## config.mk

```make
export PLATFORM = sky130hd
export DESIGN_NAME = ecp5_pll_phase_ctrl_flat
export DESIGN_NICKNAME = d
export VERILOG_FILES = /design/src/rtl/ecp5_pll_phase_ctrl_if.sv /design/src/rtl/ecp5_pll_phase_ctrl.sv /design/src/flat_wrapper.sv
export SDC_FILE = /design/constraint.sdc
export NUM_CORES = 1
export LEC_CHECK = 0
export ABC_AREA = 1
export BUFFER_PORTS_ARGS = -buffer_cell sky130_fd_sc_hd__buf_2
export CAP_MARGIN = 20
export CORE_MARGIN = 5
export CORE_UTILIZATION = 51
export DETAILED_ROUTE_END_ITERATION = 16
export GPL_TIMING_DRIVEN = 0
export HOLD_SLACK_MARGIN = 0.12
export PLACE_DENSITY_LB_ADDON = 0.05
export SYNTH_ARGS = -nofsm -noshare
export SYNTH_HDL_FRONTEND = slang
export SYNTH_SLANG_ARGS = --single-unit
```

## constraint.sdc

```tcl
create_clock -name clk -period 1.59 [get_ports clk]
set_clock_uncertainty 0.1 [all_clocks]
set_input_delay 0.0795 -clock clk [delete_from_list [all_inputs] [get_ports clk]]
set_output_delay 0.0795 -clock clk [all_outputs]
set_load 0.01 [all_outputs]
```

## src/rtl/ecp5_pll_phase_ctrl_if.sv

```systemverilog
`default_nettype none
// ============================================================================
// Module   : ecp5_pll_phase_ctrl_if
// Purpose  : Phase-shift request handshake and status bundle.
// Revision : 1.0 - initial release
// ============================================================================
interface ecp5_pll_phase_ctrl_if;
    logic       req_valid;
    logic       req_ready;
    logic [1:0] req_channel;
    logic       req_dir;
    logic [7:0] req_steps;
    logic       busy;
    logic       done;
    logic       req_err;

    modport master (
        output req_valid, req_channel, req_dir, req_steps,
        input  req_ready, busy, done, req_err
    );

    modport slave (
        input  req_valid, req_channel, req_dir, req_steps,
        output req_ready, busy, done, req_err
    );
endinterface
`default_nettype wire

```

## src/rtl/ecp5_pll_phase_ctrl.sv

```systemverilog
`default_nettype none
// ============================================================================
// Module   : ecp5_pll_phase_ctrl
// Purpose  : Sequences ECP5 EHXPLLL dynamic-phase pins, tracks per-channel
//            phase and supervises PLL lock.
// Revision : 1.0 - initial release
// ============================================================================
module ecp5_pll_phase_ctrl #(
    parameter int C_CHANNELS      = 3,
    parameter int C_PHASE_BITS    = 4,
    parameter int C_SETUP_CYCLES  = 2,
    parameter int C_STEP_CYCLES   = 4,
    parameter int C_SETTLE_CYCLES = 4,
    parameter int C_LOCK_FILTER   = 1024
) (
    input  logic                               clk,
    input  logic                               reset,
    ecp5_pll_phase_ctrl_if.slave               bus,
    output logic [1:0]                         phasesel,
    output logic                               phasedir,
    output logic                               phasestep,
    output logic                               phaseloadreg,
    input  logic                               pll_locked,
    output logic                               locked_stable,
    output logic [7:0]                         lock_lost_count,
    output logic [C_CHANNELS*C_PHASE_BITS-1:0] phase_out
);

    localparam int C_TMAX = (C_SETUP_CYCLES > C_STEP_CYCLES)
                          ? ((C_SETUP_CYCLES > C_SETTLE_CYCLES) ? C_SETUP_CYCLES : C_SETTLE_CYCLES)
                          : ((C_STEP_CYCLES  > C_SETTLE_CYCLES) ? C_STEP_CYCLES  : C_SETTLE_CYCLES);
    localparam int C_TW   = $clog2(C_TMAX + 1);
    localparam int C_FW   = (C_LOCK_FILTER > 1) ? $clog2(C_LOCK_FILTER) : 1;

    localparam logic [C_TW-1:0] c_setup_ld  = C_TW'(C_SETUP_CYCLES - 1);
    localparam logic [C_TW-1:0] c_step_ld   = C_TW'(C_STEP_CYCLES - 1);
    localparam logic [C_TW-1:0] c_settle_ld = C_TW'(C_SETTLE_CYCLES - 1);
    localparam logic [C_FW-1:0] c_fmax      = C_FW'(C_LOCK_FILTER - 1);
    localparam logic [2:0]      c_nch       = 3'(C_CHANNELS);

    typedef enum logic [2:0] {
        ST_IDLE    = 3'd0,
        ST_SETUP   = 3'd1,
        ST_STEP_LO = 3'd2,
        ST_SETTLE  = 3'd3,
        ST_DONE    = 3'd4
    } state_t;

    state_t          r_state;
    state_t          w_state_next;
    logic [C_TW-1:0] r_tcnt;
    logic [C_TW-1:0] w_tcnt_next;
    logic [7:0]      r_remaining;
    logic [7:0]      w_remaining_next;
    logic [1:0]      r_chan;
    logic            r_err;
    logic [1:0]      r_phasesel;
    logic            r_phasedir;

    logic            r_sync1;
    logic            r_sync2;
    logic [C_FW-1:0] r_fcnt;
    logic            r_locked_stable;
    logic [7:0]      r_lost;

    logic            w_accept;
    logic            w_bad;
    logic            w_start;
    logic            w_tcnt_zero;
    logic            w_step_evt;

    assign w_accept    = (r_state == ST_IDLE) && bus.req_valid && r_locked_stable;
    assign w_bad       = ({1'b0, bus.req_channel} >= c_nch);
    assign w_start     = w_accept && !w_bad && (bus.req_steps != 8'd0);
    assign w_tcnt_zero = (r_tcnt == '0);
    assign w_step_evt  = (r_state == ST_STEP_LO) && w_tcnt_zero;

    always_ff @(posedge clk) begin
        if (reset) begin
            r_state     <= ST_IDLE;
            r_tcnt      <= '0;
            r_remaining <= 8'd0;
            r_chan      <= 2'd0;
            r_err       <= 1'b0;
            r_phasesel  <= 2'd0;
            r_phasedir  <= 1'b0;
        end else begin
            r_state     <= w_state_next;
            r_tcnt      <= w_tcnt_next;
            r_remaining <= w_remaining_next;
            if (w_accept) begin
                r_err  <= w_bad;
                r_chan <= bus.req_channel;
            end
            // Pins only move for requests that will actually step
            if (w_start) begin
                r_phasesel <= bus.req_channel;
                r_phasedir <= bus.req_dir;
            end
        end
    end

    always_comb begin
        w_state_next     = r_state;
        w_tcnt_next      = r_tcnt;
        w_remaining_next = r_remaining;
        case (r_state)
            ST_IDLE: begin
                if (w_accept) begin
                    w_remaining_next = bus.req_steps;
                    if (w_start) begin
                        w_state_next = ST_SETUP;
                        w_tcnt_next  = c_setup_ld;
                    end else begin
                        w_state_next = ST_DONE;
                    end
                end
            end
            ST_SETUP: begin
                if (w_tcnt_zero) begin
                    w_state_next = ST_STEP_LO;
                    w_tcnt_next  = c_step_ld;
                end else begin
                    w_tcnt_next  = r_tcnt - C_TW'(1);
                end
            end
            ST_STEP_LO: begin
                if (w_tcnt_zero) begin
                    w_state_next     = ST_SETTLE;
                    w_tcnt_next      = c_settle_ld;
                    w_remaining_next = r_remaining - 8'd1;
                end else begin
                    w_tcnt_next      = r_tcnt - C_TW'(1);
                end
            end
            ST_SETTLE: begin
                if (w_tcnt_zero) begin
                    if (r_remaining != 8'd0) begin
                        w_state_next = ST_STEP_LO;
                        w_tcnt_next  = c_step_ld;
                    end else begin
                        w_state_next = ST_DONE;
                    end
                end else begin
                    w_tcnt_next = r_tcnt - C_TW'(1);
                end
            end
            ST_DONE: begin
                w_state_next = ST_IDLE;
            end
            default: begin
                w_state_next = ST_IDLE;
            end
        endcase
    end

    generate
        for (genvar gi = 0; gi < C_CHANNELS; gi++) begin : g_ch
            logic [C_PHASE_BITS-1:0] r_phase;
            always_ff @(posedge clk) begin
                if (reset) begin
                    r_phase <= '0;
                end else if (w_step_evt && (r_chan == 2'(gi))) begin
                    r_phase <= r_phasedir ? (r_phase - C_PHASE_BITS'(1))
                                          : (r_phase + C_PHASE_BITS'(1));
                end
            end
            assign phase_out[gi*C_PHASE_BITS +: C_PHASE_BITS] = r_phase;
        end
    endgenerate

    // Lock filter: any synchronised-low cycle restarts qualification
    always_ff @(posedge clk) begin
        if (reset) begin
            r_sync1         <= 1'b0;
            r_sync2         <= 1'b0;
            r_fcnt          <= '0;
            r_locked_stable <= 1'b0;
            r_lost          <= 8'd0;
        end else begin
            r_sync1 <= pll_locked;
            r_sync2 <= r_sync1;
            if (!r_sync2) begin
                r_fcnt          <= '0;
                r_locked_stable <= 1'b0;
                if (r_locked_stable && (r_lost != 8'hFF)) begin
                    r_lost <= r_lost + 8'd1;
                end
            end else begin
                if (r_fcnt == c_fmax) begin
                    r_locked_stable <= 1'b1;
                end else begin
                    r_fcnt <= r_fcnt + C_FW'(1);
                end
            end
        end
    end

    assign bus.req_ready   = (r_state == ST_IDLE) && r_locked_stable;
    assign bus.busy        = (r_state != ST_IDLE);
    assign bus.done        = (r_state == ST_DONE);
    assign bus.req_err     = (r_state == ST_DONE) && r_err;

    assign phasesel        = r_phasesel;
    assign phasedir        = r_phasedir;
    assign phasestep       = (r_state != ST_STEP_LO);
    assign phaseloadreg    = 1'b1;
    assign locked_stable   = r_locked_stable;
    assign lock_lost_count = r_lost;

endmodule
`default_nettype wire

```

## src/flat_wrapper.sv

```systemverilog
// flat-port wrapper written by rule: the top's interface ports become plain ports
module ecp5_pll_phase_ctrl_flat 
#(
    parameter int C_CHANNELS      = 3,
    parameter int C_PHASE_BITS    = 4,
    parameter int C_SETUP_CYCLES  = 2,
    parameter int C_STEP_CYCLES   = 4,
    parameter int C_SETTLE_CYCLES = 4,
    parameter int C_LOCK_FILTER   = 1024
)
  (clk, reset, phasesel, phasedir, phasestep, phaseloadreg, pll_locked, locked_stable, lock_lost_count, phase_out, bus_req_valid, bus_req_channel, bus_req_dir, bus_req_steps, bus_req_ready, bus_busy, bus_done, bus_req_err);
  ecp5_pll_phase_ctrl_if bus_i ();
  input  logic clk;
  input  logic reset;
  output logic [1:0] phasesel;
  output logic phasedir;
  output logic phasestep;
  output logic phaseloadreg;
  input  logic pll_locked;
  output logic locked_stable;
  output logic [7:0] lock_lost_count;
  output logic [C_CHANNELS*C_PHASE_BITS-1:0] phase_out;
  input wire logic [$bits(bus_i.req_valid)-1:0] bus_req_valid;
  input wire logic [$bits(bus_i.req_channel)-1:0] bus_req_channel;
  input wire logic [$bits(bus_i.req_dir)-1:0] bus_req_dir;
  input wire logic [$bits(bus_i.req_steps)-1:0] bus_req_steps;
  output wire logic [$bits(bus_i.req_ready)-1:0] bus_req_ready;
  output wire logic [$bits(bus_i.busy)-1:0] bus_busy;
  output wire logic [$bits(bus_i.done)-1:0] bus_done;
  output wire logic [$bits(bus_i.req_err)-1:0] bus_req_err;
  assign bus_i.req_valid = bus_req_valid;
  assign bus_i.req_channel = bus_req_channel;
  assign bus_i.req_dir = bus_req_dir;
  assign bus_i.req_steps = bus_req_steps;
  assign bus_req_ready = bus_i.req_ready;
  assign bus_busy = bus_i.busy;
  assign bus_done = bus_i.done;
  assign bus_req_err = bus_i.req_err;
  ecp5_pll_phase_ctrl #(.C_CHANNELS(C_CHANNELS), .C_PHASE_BITS(C_PHASE_BITS), .C_SETUP_CYCLES(C_SETUP_CYCLES), .C_STEP_CYCLES(C_STEP_CYCLES), .C_SETTLE_CYCLES(C_SETTLE_CYCLES), .C_LOCK_FILTER(C_LOCK_FILTER)) u_core (.clk(clk), .reset(reset), .bus(bus_i), .phasesel(phasesel), .phasedir(phasedir), .phasestep(phasestep), .phaseloadreg(phaseloadreg), .pll_locked(pll_locked), .locked_stable(locked_stable), .lock_lost_count(lock_lost_count), .phase_out(phase_out));
endmodule
```

**After elaboration in Yosys (flattened, before gate mapping)**

Cells that the tools add are included.

- Add/sub/neg operators: 10
- Magnitude comparators: 1
- Equality and inequality tests: 15
- Mux-type cells: 19
- Bitwise gates (word level): 1
- Reduce and logical (&&, ||, !) cells: 26

Operators with widths:

| kind | number |
|---|---|
| $mux 3 | 11 |
| $mux 8 | 2 |
| $pmux 8 s2 | 1 |
| $reduce_bool 8->1 | 2 |
| $add 4x1->4 const B | 3 |
| $mux 4 | 3 |
| $pmux 3 s4 | 1 |
| $sub 4x1->4 const B | 3 |
| $logic_and 1x1->1 | 11 |
| $add 10x1->10 const B | 1 |
| $eq 10x10->1 const B | 1 |
| $ne 2x1->1 const B | 5 |
| $pmux 3 s3 | 1 |
| $add 8x1->8 const B | 1 |
| $ne 8x8->1 const B | 1 |
| $reduce_and 4->1 | 2 |
| $sub 8x1->8 const B | 1 |
| $eq 3x2->1 const B | 2 |
| $logic_not 3->1 | 2 |
| $reduce_bool 3->1 | 2 |
| $reduce_or 2->1 | 2 |
| $eq 3x1->1 const B | 1 |
| $eq 3x3->1 const B | 1 |
| $ne 3x2->1 const B | 1 |
| other kinds (11) | 11 |

- Flip-flop bits (word level): 53
- Input bits: 15

**Longest topological paths before layout**

Gate-level depths: netlist of the first run.

- Depth in word-level cells: 8
- Gate-level depth with buffers: 11
- Mapped depth without buffers: 11

**Least setup slack after synthesis of the first run**

OpenSTA, ideal clock, no wires.

- Path kind: register -> register
- From: register u_core.r_phasedir (netlist: u_core.phasedir)
- To: register u_core.g_ch[1].r_phase[2]
- Setup time: 0.070 ns
- Arrival: 1.512 ns
- Data required time: 1.420 ns
- Path slack: -0.092 ns
- Cell stages (with the launch flop): 5
- Buffers on the path: 0
- Clock period less this slack: 1.682 ns
- Cells stage by stage: dfxtp_1 inv_1 fa_1 xor2_1 a21oi_1

- Word-level cells in the longest chain between the ends: 1

RTL lines:

| what | RTL line | text |
|---|---|---|
| start, declared | ecp5_pll_phase_ctrl.sv:58 | `logic r_phasedir;` |
| start signal, assigned | ecp5_pll_phase_ctrl.sv:98 | `r_phasedir <= bus.req_dir;` |
| $mux 4 | ecp5_pll_phase_ctrl.sv:164 | `r_phase <= r_phasedir ? (r_phase - C_PHASE_BITS'(1))` |
| end signal, assigned | ecp5_pll_phase_ctrl.sv:164 |  |
| end, declared | ecp5_pll_phase_ctrl.sv:159 | `logic [C_PHASE_BITS-1:0] r_phase;` |

Every way passes these cells.
A chain may end at the register's enable or synchronous reset.

**Worst setup path in the final report of the first run**

- From: register u_core.r_phasedir (netlist: u_core.phasedir)
- To: register u_core.g_ch[2].r_phase[3]

- Word-level cells in the longest chain between the ends: 1

RTL lines:

| what | RTL line |
|---|---|
| $mux 4 | ecp5_pll_phase_ctrl.sv:164 |
| end signal, assigned | ecp5_pll_phase_ctrl.sv:164 |
| end, declared | ecp5_pll_phase_ctrl.sv:159 |

Every way passes these cells.

==> results of run 1 <==
[per-stage QoR]
| stage | cell area, um2 | util | setup slack, ns | TNS [ns] | hold slack (ns) |
|---|---|---|---|---|---|
| 6_report | 3830 | 0.700 | 0.0381 | 0 | 0.239 |
| 5_1_grt | 3830 | 0.700 | -0.0304 | -0.156 | 0.292 |
| 4_1_cts | 3510 | 0.642 | 0.00159 | 0 | 0.216 |
| 3_5_place_dp | 3170 | 0.580 | -0.191 | -3.45 | 0.188 |
| 3_3_place_gp | 3170 | 0.580 | -0.126 | -2.30 | 0.178 |
| 2_1_floorplan | 2870 | - | 0.0522 | 0 | 0.0865 |
[final cells by class]
cell class | count | area, um2 | area share
buffer | 8 | 57.6 | 0.0150
clock buffer | 6 | 82.6 | 0.0215
clock inverter | 2 | 37.5 | 0.00979
inverter | 56 | 226 | 0.0591
multi-input combinational | 281 | 1740 | 0.453
sequential | 53 | 1080 | 0.282
tap | 72 | 90.1 | 0.0235
timing repair buffer | 77 | 518 | 0.135
[worst min path at each step]
stage / cells past startpoint / slack [ns] / to
6_report: 3 / 0.24 / u_core.lock_lost_count[7]
5_1_grt: 3 / 0.29 / u_core.g_ch[0].r_phase[3]
4_1_cts: 3 / 0.22 / u_core.lock_lost_count[7]
3_5_place_dp: 3 / 0.19 / u_core.r_sync1
3_3_place_gp: 3 / 0.18 / u_core.r_sync1
2_1_floorplan: 2 / 0.09 / u_core.r_sync1
[power by group]
part / total (mW) / internal, mW / switching, mW / leakage, nW
logic: 0.107 / 0.0536 / 0.0533 / 1.23
clock network: 0.945 / 0.512 / 0.433 / 0.0574
registers: 1.32 / 1.32 / 0.00206 / 0.433
total: 2.38 / 1.89 / 0.489 / 1.72
[sequential cells by signal, summed over array words and instances, names as in the netlist]
name                    count
u_core.r_err                1
u_core.r_chan               2
u_core.locked_stable        1
u_core.phasesel             2
u_core.r_sync2              1
u_core.r_state              3
u_core.g_ch.r_phase        12
u_core.r_tcnt               3
u_core.phasedir             1
u_core.r_remaining          8
u_core.lock_lost_count      8
u_core.r_fcnt              10
u_core.r_sync1              1
[logic make-up after synthesis]
kind of cell | after synthesis
buffers and inverters | 64
AOI/OAI and AO/OA | 77
xor gates and xnor gates | 16
and+or+nand+nor | 173
DFF | 53
adders and majority gates | 14
other | 1
[worst max-delay path, cell delays in order, from the launching register on]
cell     delay, ns
dfxtp_4       0.35
buf_4         0.16
ha_4          0.25
a21oi_1       0.13
nand2_1       0.07
xor2_1        0.22
nand3_2       0.08
nand2_1       0.06
nor2_1        0.03
[layout by cell type, fill, tap and decap left out, types with 4 or more instances in the layout]
cell type | synthesis | layout
dfxtp_4 | 0 | 4
dfxtp_1 | 53 | 44
inv_1 | 51 | 42
nor2_4 | 3 | 6
ha_1 | 11 | 5
dlygate4sd3_1 | 0 | 14
nand2_2 | 3 | 4
inv_4 | 0 | 5
xnor2_1 | 5 | 5
nand3_2 | 1 | 4
a211oi_1 | 5 | 5
o21ai_2 | 0 | 4
nand4_1 | 9 | 9
a21oi_1 | 41 | 40
nor2_2 | 1 | 4
nor3_1 | 6 | 5
o21ai_1 | 5 | 9
o21ai_0 | 21 | 13
inv_2 | 5 | 8
nand3_1 | 26 | 20
dfxtp_2 | 0 | 5
xor2_1 | 11 | 11
clkbuf_8 | 0 | 6
buf_2 | 1 | 43
buf_4 | 2 | 21
nor2_1 | 46 | 40
nand2_1 | 72 | 70
ha_4 | 0 | 5
[per-layer routing]
metal | global-route usage | vias up | part of all wire
li1 | - | 1472 | -
met1 | 0.235 | 1298 | 0.47
met2 | 0.299 | 48 | 0.48
met3 | 0.0320 | 10 | 0.036
met4 | 0.0532 | 0 | 0.013
met5 | 0 | - | 0
[what timing repair did]
item                       in CTS  in global routing
pin swaps                       6                 18
hold endpoints to repair       16                  0
resized for setup              20                 59
hold buffers                   14                  0
setup endpoints to repair      36                 39
setup buffers                   4                 16
==> results by group, run 1 <==
Route
  • Routed Antenna Nets: 0
  • Drt wl/cell: about 12 um
  • Drt total wl: between 6 and 7 mm
  • Vias per Instance: 5.10
  • Drc violations: 0
  • Iter 0 DRT Violations: about 120
  • First drt pass iteration count: 4
  • Via count: 2828

Placement
  • PortBufs: 43
  • Placed insts: 513
  • Final RePlAce weighted congestion: 0.932
  • Post-DP HPWL: 4.75 mm

Worst setup path
  • Worst Reg-to-Reg Cells: 8
  • Setup crit end kind: flip-flop
  • WP data required: 1.70 ns
  • Startpoint types: flip-flop
  • Critical Path AT: 1.66 ns
  • R2R Path End: u_core.g_ch[2].r_phase[3]
  • Crit Path Category: reg2reg
  • Flop2flop setup slack: 0.04 ns
  • Crit path to: u_core.g_ch[2].r_phase[3]
  • Critical path peak fanout: 4
  • Critical path startpoint: u_core.phasedir
  • RR Startpoint: u_core.phasedir

Final layout
  • Diode count: 0
  • Layout cells sized above 1: 0.292
  • Non-Filler Instances: 555
  • Nets: 511
  • Fill count: 471
  • Area grow syn2layout: 33.6%

Power and ir drop
  • Pwr dens: 620 nW/um2
  • P_leak: 1.72 nW
  • Power, Total: 2.38 mW
  • Worst vdd ir: 0.495 mV

Global route
  • First-pass GRT wire length: 10.9 mm
  • Vias in the first global route: ~2400
  • GRT overflow: 0
  • Initial antenna violation count: 0
  • Pin count of the biggest net entering global routing: 17
  • Total GRT Usage: 0.179

Clock network
  • Max H-tree Level: 2
  • Skew-Pair Late Insertion Delay: 0.30 ns
  • CTS Buf Count: 5
  • Clk root buf: clkbuf_8
  • CTS tree: yes
  • Sink Count: 53
  • Clock transition at path regs: 0.10 ns
  • Clk buf depth: 2

Floorplanning
  • Starting Density: 0.524
  • Core area: 5470 um2
  • Die height: 85.0 um
  • Row Count: 27
  • # IOs: 45
  • Die area: 7220 um2
  • Die X: roughly 85 um

Yosys
  • Commonest cells in the netlist: nand2_1 (72), dfxtp_1 (53), inv_1 (51)
  • Most common cell in the netlist: nand2_1
  • Synthesized cell area: roughly 2900 um2
  • Seq/Total Area, Yosys: 0.370
  • Mux share of post-synthesis cell area: 0
  • YS warnings: 0
  • Netlist cell types: 33
  • Synth Area in XOR/XNOR: 0.0489
  • Synthesized instance count: 398
  • Post-Synth Simple-Gate Area: 0.276
  • Largest family of logic cells by synthesized area: simple AND/OR/NAND/NOR gates
  • Syn Nets: 427
  • Cell taking the most area after synthesis: dfxtp_1
  • Synth Area in Adders: 0.0689
  • Synth top area cells: dfxtp_1 (37%), nand2_1 (9.4%), a21oi_1 (7.2%)
  • Top FF cell, synth: dfxtp_1
  • Post-synthesis compound-gate area fraction: 0.143
  • Mapped Avg Cell Area: about 7.2 um2
  • Post-synth EDFFs: 0
  • Synth async-reset ratio: 0
  • Number of synthesized register bits: 53
  • Area share of the largest cell type after synthesis: 0.370

STA
  • Tmin final: 1.55 ns
  • RSZ-0062 raised after global routing: yes
  • Worst Tran Pin Value: 0.514 ns
  • Final setup fails: 0
  • Relative slew margins: 0.657
  • Crit share post-route: 0.976
  • Final Hold Fails: 0
  • Final Slew Violations: 0
  • F_max: between 0.6 and 0.7 GHz

Status
  • Status: completed

Hold path
  • Worst min path class: in2reg
  • Min-delay src: reset

Run
  • Max Cap Viol: 0
No activity file was read; power rests on OpenSTA's default activity.
==> inputs of run 2 (changes only) <==
Settings changed: CORE_UTILIZATION 51 to 61.
Clock period 1.59 ns to 1.8 ns, I/O delays scaled along.
==> results by group, run 2 (same netlist as run 1, synthesis figures left out) <==
Final layout
  • Layout cells sized above 1: 0.195 (-0.0970)
  • Flip-flop count of the largest register after layout: 12 (unchanged)
  • Fill count: 359 (-24%)
  • Reg with most FFs: u_core.g_ch.r_phase
  • Nets: 500 (-2.2%)
  • Diode count: 0 (unchanged)
  • Top Registers: u_core.g_ch.r_phase x12, u_core.r_fcnt x10
  • Most common cell after layout, fill and taps aside: nand2_1
  • Register Area: 1070 um2 (-1.3%)
  • Most frequent cells in the layout: nand2_1 (71), dfxtp_1 (51), inv_1 (50)
  • Area grow syn2layout: 23.3%
  • Area of the multi-input gates: 1580 um2 (-9.1%)

Clock network
  • Clk root buf: clkbuf_8
  • Skew-Pair Late Insertion Delay: 0.31 ns (about the same)
  • Clock transition at path regs: 0.09 ns (about the same)
  • Sink Count: 53 (unchanged)
  • CTS Buf Count: 5 (unchanged)
  • Clk buf depth: 2 (unchanged)
  • Max H-tree Level: 2 (unchanged)
  • CTS tree: yes

Power and ir drop
  • Int Power: 1.67 mW (-11%)
  • P_sw: 431 uW (-12%)
  • Logic pwr share: 0.045 (about the same)
  • Pwr dens: 595 nW/um2 (-4.1%)
  • Clock power frac: 0.397 (about the same)
  • Worst vdd ir: 0.550 mV (+11%)
  • P_leak: 1.65 nW (-4.2%)
  • Flop pwr share: 0.558 (about the same)
  • Switching fraction of total power: 0.205 (-0.000711)

STA
  • WHS: 0.307 ns (+0.0682 ns)
  • Relative slew margins: 0.628 (-0.0295)
  • Tmin final: 1.75 ns
  • Final Hold Fails: 0 (unchanged)
  • Final setup fails: 0 (unchanged)
  • Post-route worst setup slack: 0.0465 ns (+0.00841 ns)
  • Worst Tran Pin Value: 0.558 ns (+0.0442 ns)
  • F_max: 0.570 GHz
  • Crit share post-route: 0.974
  • Final Slew Violations: 0 (unchanged)

Floorplanning
  • Core area: 4630 um2 (-15%)
  • Die area: 6170 um2 (-15%)
  • Die height: 78.6 um (-7.6%)
  • Row Count: 25 (-7.4%)
  • # IOs: 45 (unchanged)
  • Die X: 78.6 um (-7.6%)
  • Starting Density: 0.619 (+0.0955)

Global route
  • GRT met2 Usage: 0.391 (+0.0926)
  • Total GRT Usage: 0.227 (+0.0480)
  • First-pass GRT wire length: 11.4 mm (+5.0%)
  • Met1 usage: 0.286 (+0.0512)
  • GRT overflow: 0 (unchanged)
  • Initial antenna violation count: 0 (unchanged)
  • GRT Max-Usage Layer: met2
  • Pin count of the biggest net entering global routing: 16 (-1)
  • Vias in the first global route: 2585 (+6.0%)
  • Met3 GRT Util: 0.0390 (+0.00695)

Worst setup path
  • Critical path startpoint: reset
  • Startpoint types: input pin
  • Crit Path Category: in2reg
  • RR Startpoint: u_core.r_state[2]
  • WP data required: 1.90 ns (+0.20 ns)
  • Critical path peak fanout: 10 (+6)
  • Critical Path AT: 1.85 ns (+0.19 ns)
  • Setup crit end kind: flip-flop

Placement
  • DP Worst Slack: -0.0193 ns (+0.171 ns)
  • Post-DP HPWL: 4.68 mm (-1.5%)
  • PortBufs: 43 (unchanged)
  • Final RePlAce weighted congestion: 0.814 (-13%)

Route
  • Drt total wl: 6.84 mm (about the same)
  • Iter 0 DRT Violations: 189 (+62%)
  • Via count: 2809 (-0.67%)
  • First drt pass iteration count: 4 (unchanged)
  • Drt wl/cell: 13.0 um (+5.6%)
  • Drc violations: 0 (unchanged)
  • Routed Antenna Nets: 0 (unchanged)
  • Vias per Instance: 5.34 (+4.8%)

Hold path
  • Worst min path class: reg2reg
  • Min-delay src: u_core.r_sync1

Status
  • Status: completed

Run
  • Max Cap Viol: 0 (unchanged)
-- run 2: critical path, cell delays in order --
cell and delay (ns):
dlygate4sd3_1 0.53, buf_2 0.11, clkbuf_1 0.44, a211oi_1 0.09
dlygate4sd3_1 0.58
-- run 2: routing by layer --
layer | routed length [um] | vias to the layer above | share of wire
li1 | - | 1451 | -
met1 | 3060 | 1267 | 0.45
met2 | 3360 | 82 | 0.49
met3 | 325 | 9 | 0.048
met4 | 102 | 0 | 0.015
met5 | 0 | - | 0
-- run 2: layout make-up --
cell class                 instances  area share
tap                               54      0.0191
multi-input combinational        281       0.447
sequential                        53       0.302
timing repair buffer              66       0.124
clock inverter                     1     0.00850
inverter                          56      0.0595
clock buffer                       7      0.0244
buffer                             8      0.0152
-- run 2: final timing paths --
check | slack (ns) | cells past startpoint | to
min reg2reg | 0.31 | 2 | u_core.r_sync2
max reg2reg | 0.09 | 10 | u_core.r_remaining[5]
max | 0.05 | 5 | u_core.r_chan[0]
min | 0.31 | 2 | u_core.r_sync2
-- run 2: metrics by stage --
stage / power (mW) / utilization / setup TNS [ns] / instance area (um2) / instances
after global routing: 2.18 / 0.764 / -0.0589 / 3530 / 526
after CTS: 2.11 / 0.741 / 0 / 3430 / 519
final: 2.10 / 0.764 / 0 / 3530 / 526
after detailed placement: 1.27 / 0.681 / -0.0480 / 3150 / 495
after floorplan: 1.24 / - / 0 / 2870 / 398
after global placement: 1.27 / 0.681 / 0 / 3150 / 495
-- run 2: power by group through the flow --
stage                     Sequential [mW]  Clock, mW  Combinational [mW]
after detailed placement             1.20          0              0.0677
after CTS                            1.18      0.846              0.0913
after global placement               1.20          0              0.0667
after floorplan                      1.20          0              0.0373
after global routing                 1.17      0.905               0.106
final                                1.17      0.834              0.0955
-- run 2: timing repair --
item | 4_1_cts | 5_1_grt
endpoints found under the setup margin | 3 | 36
pin swaps | 0 | 4
setup buffers | 0 | 8
endpoints found under the hold margin | 16 | 0
resized for setup | 1 | 16
hold buffers | 16 | 0
